===== config.mk =====
export PLATFORM = sky130hd
export DESIGN_NAME = enigma_char_tx
export DESIGN_NICKNAME = d
export VERILOG_FILES = /design/src/rtl/enigma_pkg.sv /design/src/rtl/enigma_char_tx_fifo.sv /design/src/rtl/enigma_char_tx.sv
export SDC_FILE = /design/constraint.sdc
export NUM_CORES = 1
export LEC_CHECK = 0
export ABC_AREA = 1
export BUFFER_PORTS_ARGS = -buffer_cell sky130_fd_sc_hd__clkbuf_2
export CAP_MARGIN = 15
export CORE_UTILIZATION = 62
export DETAILED_ROUTE_END_ITERATION = 7
export MAX_ROUTING_LAYER = met4
export PLACE_DENSITY = 0.79
export SYNTH_ARGS = -nofsm -noshare
export SYNTH_HDL_FRONTEND = slang
export SYNTH_SLANG_ARGS = --single-unit

===== constraint.sdc =====
create_clock -name clk -period 3.28 [get_ports clk]
set_input_delay 0.328 -clock clk [delete_from_list [all_inputs] [get_ports clk]]
set_output_delay 0.328 -clock clk [all_outputs]
set_load 0.05 [all_outputs]

===== src/rtl/enigma_pkg.sv =====
`default_nettype none
// ============================================================================
// Module   : enigma_pkg
// Brief    : Shared types and constants for the Enigma character I/O blocks.
// Revision : 1.0 - initial release
// ============================================================================
package enigma_pkg;

    // UART transmit framing states
    typedef enum logic [1:0] {
        IDLE  = 2'd0,
        START = 2'd1,
        DATA  = 2'd2,
        STOP  = 2'd3
    } tx_state_t;

    localparam logic [7:0] ASCII_A     = 8'h41;
    localparam logic [7:0] ASCII_QMARK = 8'h3F;
    localparam logic [7:0] ASCII_SPACE = 8'h20;
    localparam int         NUM_LETTERS = 26;

    // Letter code 0..25 becomes 'A'..'Z'; anything beyond the alphabet becomes '?'
    function automatic logic [7:0] code_to_ascii(input logic [4:0] code);
        if (int'(code) < NUM_LETTERS) begin
            return ASCII_A + {3'b000, code};
        end
        return ASCII_QMARK;
    endfunction

endpackage
`default_nettype wire


===== src/rtl/enigma_char_tx_fifo.sv =====
`default_nettype none
// ============================================================================
// Module   : sync_fifo
// Brief    : Single-clock FIFO with first-word fall-through read port.
//            A push into a full FIFO is accepted when a pop happens in the
//            same cycle.
// Revision : 1.0 - initial release
// ============================================================================
module sync_fifo #(
    parameter int WIDTH = 8,
    parameter int DEPTH = 16
) (
    input  logic                     clk,
    input  logic                     reset_n,
    input  logic                     push,
    input  logic                     pop,
    input  logic [WIDTH-1:0]         din,
    output logic [WIDTH-1:0]         dout,
    output logic                     full,
    output logic                     empty,
    output logic [$clog2(DEPTH):0]   level
);

    localparam int c_AW = $clog2(DEPTH);

    logic [WIDTH-1:0] r_mem [DEPTH];
    logic [c_AW-1:0]  r_wr_ptr;
    logic [c_AW-1:0]  r_rd_ptr;
    logic [c_AW:0]    r_level;
    logic             w_do_push;
    logic             w_do_pop;

    assign full      = (r_level == (c_AW+1)'(DEPTH));
    assign empty     = (r_level == '0);
    assign level     = r_level;
    assign dout      = r_mem[r_rd_ptr];
    assign w_do_pop  = pop & ~empty;
    assign w_do_push = push & (~full | w_do_pop);

    // Storage array needs no reset; only valid entries are ever read
    always_ff @(posedge clk) begin
        if (w_do_push) begin
            r_mem[r_wr_ptr] <= din;
        end
    end

    // Pointers wrap naturally because DEPTH is a power of two
    always_ff @(posedge clk or negedge reset_n) begin
        if (!reset_n) begin
            r_wr_ptr <= '0;
            r_rd_ptr <= '0;
            r_level  <= '0;
        end else begin
            if (w_do_push) begin
                r_wr_ptr <= r_wr_ptr + c_AW'(1);
            end
            if (w_do_pop) begin
                r_rd_ptr <= r_rd_ptr + c_AW'(1);
            end
            if (w_do_push && !w_do_pop) begin
                r_level <= r_level + (c_AW+1)'(1);
            end else if (!w_do_push && w_do_pop) begin
                r_level <= r_level - (c_AW+1)'(1);
            end
        end
    end

endmodule
`default_nettype wire


===== src/rtl/enigma_char_tx.sv =====
`default_nettype none
// ============================================================================
// Module   : enigma_char_tx
// Brief    : Captures Enigma cipher codes, converts them to ASCII, buffers
//            them and streams them out as 8N1 UART frames.
//            Optional macro ENIGMA_TX_GROUP5_EN inserts a space frame after
//            every fifth character frame.
// Revision : 1.0 - initial release
// ============================================================================
module enigma_char_tx
    import enigma_pkg::*;
#(
    parameter int CLK_HZ     = 100_000_000,
    parameter int BAUD       = 115200,
    parameter int FIFO_DEPTH = 16
) (
    input  logic                          clk,
    input  logic                          reset_n,
    input  logic [4:0]                    char_in,
    input  logic                          char_valid,
    input  logic                          overflow_clr,
    output logic                          uart_txd,
    output logic                          busy,
    output logic                          overflow,
    output logic [$clog2(FIFO_DEPTH):0]   fifo_level
);

    localparam int c_BIT_CYCLES = (CLK_HZ + BAUD / 2) / BAUD;
    localparam int c_CNT_W      = (c_BIT_CYCLES > 1) ? $clog2(c_BIT_CYCLES) : 1;
    localparam logic [c_CNT_W-1:0] c_BAUD_RELOAD = c_CNT_W'(c_BIT_CYCLES - 1);

    tx_state_t               r_state, w_state_nx;
    logic [c_CNT_W-1:0]      r_baud_cnt, w_baud_nx;
    logic [2:0]              r_bit_cnt, w_bit_nx;
    logic [7:0]              r_shift, w_shift_nx;
    logic                    r_txd, w_txd_nx;
    logic                    r_ovf;
    logic                    w_pop;
    logic                    w_full;
    logic                    w_empty;
    logic [7:0]              w_fifo_dout;
    logic                    w_bit_end;
    logic                    w_frame_done;
    logic                    w_drop;
    logic                    w_space_go;

    sync_fifo #(
        .WIDTH (8),
        .DEPTH (FIFO_DEPTH)
    ) u_fifo (
        .clk     (clk),
        .reset_n (reset_n),
        .push    (char_valid),
        .pop     (w_pop),
        .din     (code_to_ascii(char_in)),
        .dout    (w_fifo_dout),
        .full    (w_full),
        .empty   (w_empty),
        .level   (fifo_level)
    );

    assign w_bit_end    = (r_baud_cnt == '0);
    assign w_frame_done = (r_state == STOP) && w_bit_end;
    assign w_drop       = char_valid & w_full & ~w_pop;

`ifdef ENIGMA_TX_GROUP5_EN
    logic [2:0] r_grp;
    logic       r_space_pend;
    logic       r_is_space;

    assign w_space_go = r_space_pend;

    // Count finished letter frames and queue a space after each fifth one
    always_ff @(posedge clk or negedge reset_n) begin
        if (!reset_n) begin
            r_grp        <= '0;
            r_space_pend <= 1'b0;
            r_is_space   <= 1'b0;
        end else begin
            if (w_frame_done && !r_is_space) begin
                if (r_grp == 3'd4) begin
                    r_grp        <= '0;
                    r_space_pend <= 1'b1;
                end else begin
                    r_grp <= r_grp + 3'd1;
                end
            end
            if (r_state == IDLE && r_space_pend) begin
                r_space_pend <= 1'b0;
                r_is_space   <= 1'b1;
            end else if (w_pop) begin
                r_is_space <= 1'b0;
            end
        end
    end
`else
    assign w_space_go = 1'b0;
`endif

    // Frame sequencing; the line level is computed one cycle early so the pin is a flop
    always_comb begin
        w_state_nx = r_state;
        w_baud_nx  = r_baud_cnt;
        w_bit_nx   = r_bit_cnt;
        w_shift_nx = r_shift;
        w_txd_nx   = 1'b1;
        w_pop      = 1'b0;
        case (r_state)
            IDLE: begin
                w_baud_nx = '0;
                w_bit_nx  = '0;
                if (w_space_go) begin
                    w_state_nx = START;
                    w_shift_nx = ASCII_SPACE;
                    w_baud_nx  = c_BAUD_RELOAD;
                    w_txd_nx   = 1'b0;
                end else if (!w_empty) begin
                    w_state_nx = START;
                    w_pop      = 1'b1;
                    w_shift_nx = w_fifo_dout;
                    w_baud_nx  = c_BAUD_RELOAD;
                    w_txd_nx   = 1'b0;
                end
            end
            START: begin
                w_txd_nx = 1'b0;
                if (w_bit_end) begin
                    w_state_nx = DATA;
                    w_bit_nx   = '0;
                    w_baud_nx  = c_BAUD_RELOAD;
                    w_txd_nx   = r_shift[0];
                end else begin
                    w_baud_nx = r_baud_cnt - c_CNT_W'(1);
                end
            end
            DATA: begin
                w_txd_nx = r_shift[0];
                if (w_bit_end) begin
                    w_baud_nx = c_BAUD_RELOAD;
                    if (r_bit_cnt == 3'd7) begin
                        w_state_nx = STOP;
                        w_txd_nx   = 1'b1;
                    end else begin
                        w_bit_nx   = r_bit_cnt + 3'd1;
                        w_shift_nx = {1'b0, r_shift[7:1]};
                        w_txd_nx   = r_shift[1];
                    end
                end else begin
                    w_baud_nx = r_baud_cnt - c_CNT_W'(1);
                end
            end
            STOP: begin
                w_txd_nx = 1'b1;
                if (w_bit_end) begin
                    w_state_nx = IDLE;
                    w_baud_nx  = '0;
                    w_bit_nx   = '0;
                end else begin
                    w_baud_nx = r_baud_cnt - c_CNT_W'(1);
                end
            end
            default: begin
                w_state_nx = IDLE;
            end
        endcase
    end

    // FSM and line register; reset forces the line high without waiting for a clock
    always_ff @(posedge clk or negedge reset_n) begin
        if (!reset_n) begin
            r_state    <= IDLE;
            r_baud_cnt <= '0;
            r_bit_cnt  <= '0;
            r_shift    <= '0;
            r_txd      <= 1'b1;
        end else begin
            r_state    <= w_state_nx;
            r_baud_cnt <= w_baud_nx;
            r_bit_cnt  <= w_bit_nx;
            r_shift    <= w_shift_nx;
            r_txd      <= w_txd_nx;
        end
    end

    // Sticky overflow; a drop in the same cycle as a clear wins
    always_ff @(posedge clk or negedge reset_n) begin
        if (!reset_n) begin
            r_ovf <= 1'b0;
        end else if (w_drop) begin
            r_ovf <= 1'b1;
        end else if (overflow_clr) begin
            r_ovf <= 1'b0;
        end
    end

    assign uart_txd = r_txd;
    assign overflow = r_ovf;
    assign busy     = (r_state != IDLE) | (fifo_level != '0) | w_space_go;

endmodule
`default_nettype wire


==> metrics.md <==
| Metric | Value |
|---|---|
| Diode count | `0` |
| Seq/Total Area, Yosys | `63.43%` |
| Comb power frac | `38.0%` |
| Via Count | `4728` |
| Switch share | `39.50%` |
| Post-DP HPWL | `8962 um` |
| Async set-or-reset flop fraction in the synthesized netlist | `24.83%` |
| Startpoint Class | `flip-flop` |
| H-tree depth | `4` |
| Count leader, synth | `nand2_1` |
| Grt total ovfl | `0` |
| Crit path max-delay family | `adder cells` |
| Synthesis warning total | `0` |
| Cell Rows | `37` |
| I/O pin count | `17` |
| Most common cell on crit path | `nand2_1` |
| Crit-path cells | `inv_1 -> ha_1 -> nor3_1 -> nor2_2 -> ha_1 -> inv_1 -> fa_1 -> nand2_1 -> nand2_1 -> a21oi_1 -> xor2_1 -> nand2_1 -> o21ai_0` |
| Period utilization | `80.04%` |
| Critical path buffer and inverter count | `2` |
| CTS tree | `yes` |
| Area leader, netlist | `edfxtp_1` |
| P_int | `4493 uW` |
| Fmax | `380.9 MHz` |
| Drt total wl | `14400 um` |
| First-pass GRT wire length | `23110 um` |
| Top_reg_cell synth | `edfxtp_1` |
| Top cells by area, synth | `edfxtp_1 (50%), dfrtp_1 (13%), nand2_1 (6.8%), nor2_1 (6.2%), nand3_1 (4.7%)` |
| Crit-path slowest cell | `dfrtp_1` |
| Vias per cell | `5.724` |
| List of most frequent post-synthesis cells | `nand2_1 (123), edfxtp_1 (112), nor2_1 (111)` |
| Initial core utilization | `64.65%` |
| CTS Root Cell | `clkbuf_8` |
| Area taken by multi-input logic gates | `2120 sq um` |
| Max-slew violation count | `0` |
| Postcts setup bufs | `0` |
| Syn avg cell area | `10.25 sq um` |
| CTS Buffer Depth | `2` |
| Final setup violation count | `0` |
| Sequential share of power | `35.4%` |
| Clock Power Share | `26.6%` |
| Final hold slack | `0.06432 ns` |
| Clk_lat worst skew | `0.53 ns` |
| DRT iter0 DRCs | `438` |
| Layout cell share with drive strength beyond 1 | `9.855%` |
| PwrDens | `983.2 nW/um^2` |
| Pleak | `0.003178 uW` |
| Drt pass-1 iters | `5` |
| DRT antenna net count | `0` |
| Worst R2R Setup Slack | `0.65 ns` |
| NumNets Final | `706` |
| Tot GR Track Use | `28.23%` |
| Die width | `106.5 um` |
| Syn Inst Count | `660` |
| Outcome | `finished clean` |
| Net Sw Power | `2933 uW` |
| Finished Layout Cells | `826` |
| CTS Sinks | `149` |
| Relative slew slack | `38.15%` |
| Port bufs | `16` |
| RSZ-0062 raised after global routing | `no` |
| Dpl cells | `794` |
| Die Height | `106.5 um` |
| Fin. Hold Viols | `0` |
| CTS Buf Count | `17` |
| Area Growth Syn to Fin | `11.67%` |
| CP max stage delay | `0.42 ns` |
| Crit end category | `flip-flop` |
| Critical path type | `reg2reg` |
| Largest net degree at the start of global routing | `71` |
| Placeable Area | `10460 sq um` |
| Initial antenna violation count | `0` |
| Crit path required time | `3.72 ns` |
| Number of global-route vias before repair | `4752` |
| Worst-Margin Slew | `0.9278 ns` |
| Synth cell types | `36` |
| Global placer's final weighted congestion | `0.8745` |
| Setup TNS | `0 ns` |
| Class of the worst hold path | `in2reg` |
| Synthesized flop and latch total | `149` |
| CP Max Fanout | `10` |
| Number of synthesized flops with an enable pin | `112` |
| Synthesized net count | `688` |
| CP arrival | `3.06 ns` |
| Netlist Area Pre-Place | `6764 sq um` |
| Flip-flop and latch area | `4292 sq um` |
| Tot Pwr | `7427 uW` |
| DRC viols | `0` |
| Fill cells | `712` |
| Peak supply drop | `491.6 uV` |
| Total of max-cap violations | `0` |
| Max Clock Skew | `0.008953 ns` |
| Die area | `11330 sq um` |
| Yosys top cell area share | `49.72%` |
| Clock transition at the registers of the reported paths | `0.06 ns` |
| Avg WL per Cell | `17.44 um` |
| Min cycle time layout | `2.625 ns` |
| CTS resizes | `0` |
path summary, 6_finish.rpt:
check                           cells past startpoint         start            endpoint
worst max-delay path                               13    r_state[0]     u_fifo.level[4]
worst min-delay path                                2  overflow_clr            overflow
worst max register to register                     13    r_state[0]     u_fifo.level[4]
max in group asynchronous                           2       reset_n  u_fifo.r_rd_ptr[0]
worst min register to register                      2  r_bit_cnt[1]        r_bit_cnt[1]
min in group asynchronous                           2       reset_n       r_baud_cnt[2]
power groups by stage:
stage                     clock [uW]  sequential (uW)  combinational [uW]
after floorplan                    0             2710                2050
after global placement             0             2630                2640
after detailed placement           0             2660                2750
after CTS                       1980             2620                2800
after global routing            2050             2660                3150
final                           1970             2630                2820
timing repair:
item                                    4_1_cts  5_1_grt
endpoints found under the setup margin        0        0
hold endpoints to repair                     36        0
hold buffers                                  1        0
layout by cell type (no fill, tap or decap), drive strengths merged, types with 4 or more instances in the layout:
cell	count
clkinv	8
xor2	12
dfrtp	36
ha	18
o21ai	55
nand2	126
buf	6
o211ai	9
nor2	118
a21oi	7
inv	65
clkbuf	34
edfxtp	112
bufinv	4
nand3	63
worst reg2reg max path, stage by stage, from the launching register on:
cell and delay, ns:
dfrtp_1 0.42, inv_1 0.12, ha_1 0.23, nor3_1 0.09, nor2_2 0.32, ha_1 0.26, inv_1 0.11, fa_1 0.40
nand2_1 0.09, nand2_1 0.05, a21oi_1 0.14, xor2_1 0.16, nand2_1 0.06, o21ai_0 0.07
stage by stage:
stage | cell area (sq um) | setup WS [ns] | utilization (%)
finish | 7553 | 0.6548 | 72.20
global route | 7553 | 0.4189 | 72.20
CTS | 7553 | 0.6850 | 72.20
detailed placement | 6947 | 0.6991 | 66.40
global placement | 6947 | 0.8358 | 66.40
floorplan | 6764 | 0.8045 | -
cell families (layout without fill, tap and decap cells):
group / count (synthesis) / in the layout / share of synthesized area, %
compound gates: 74 / 74 / 5.993
xor+xnor: 14 / 14 / 1.813
fa+ha+maj: 19 / 19 / 3.626
buf+inv: 88 / 118 / 5.309
flops: 149 / 149 / 63.43
simple gates: 316 / 316 / 19.83
flip-flops by register name, indices dropped and copies added (netlist names):
register and cells:
u_fifo.r_mem 112, r_baud_cnt 10, overflow 1, u_fifo.r_rd_ptr 4, r_bit_cnt 3, uart_txd 1, u_fifo.level 5, r_state 2
u_fifo.r_wr_ptr 4, r_shift 7
routing by layer:
| layer | routed length, um | track usage [%] | up-vias | share of wire [%] |
|---|---|---|---|---|
| met5 | 0 | - | - | 0 |
| met4 | 359 | 12.13 | 0 | 2.5 |
| met3 | 1017 | 6.499 | 38 | 7.1 |
| met2 | 7319 | 46.01 | 212 | 51 |
| met1 | 5707 | 34.03 | 2245 | 40 |
| li1 | - | - | 2233 | - |
cell type report:
cell class                      count  area share (%)
Multi-Input combinational cell    423           28.06
Inverter                           64           3.180
Clock buffer                       18           5.533
Timing Repair Buffer               23           1.789
Tap cell                          136           2.253
Sequential cell                   149           56.82
Clock inverter                     13           2.369
Note: power is estimated with default switching activity, not from simulation.
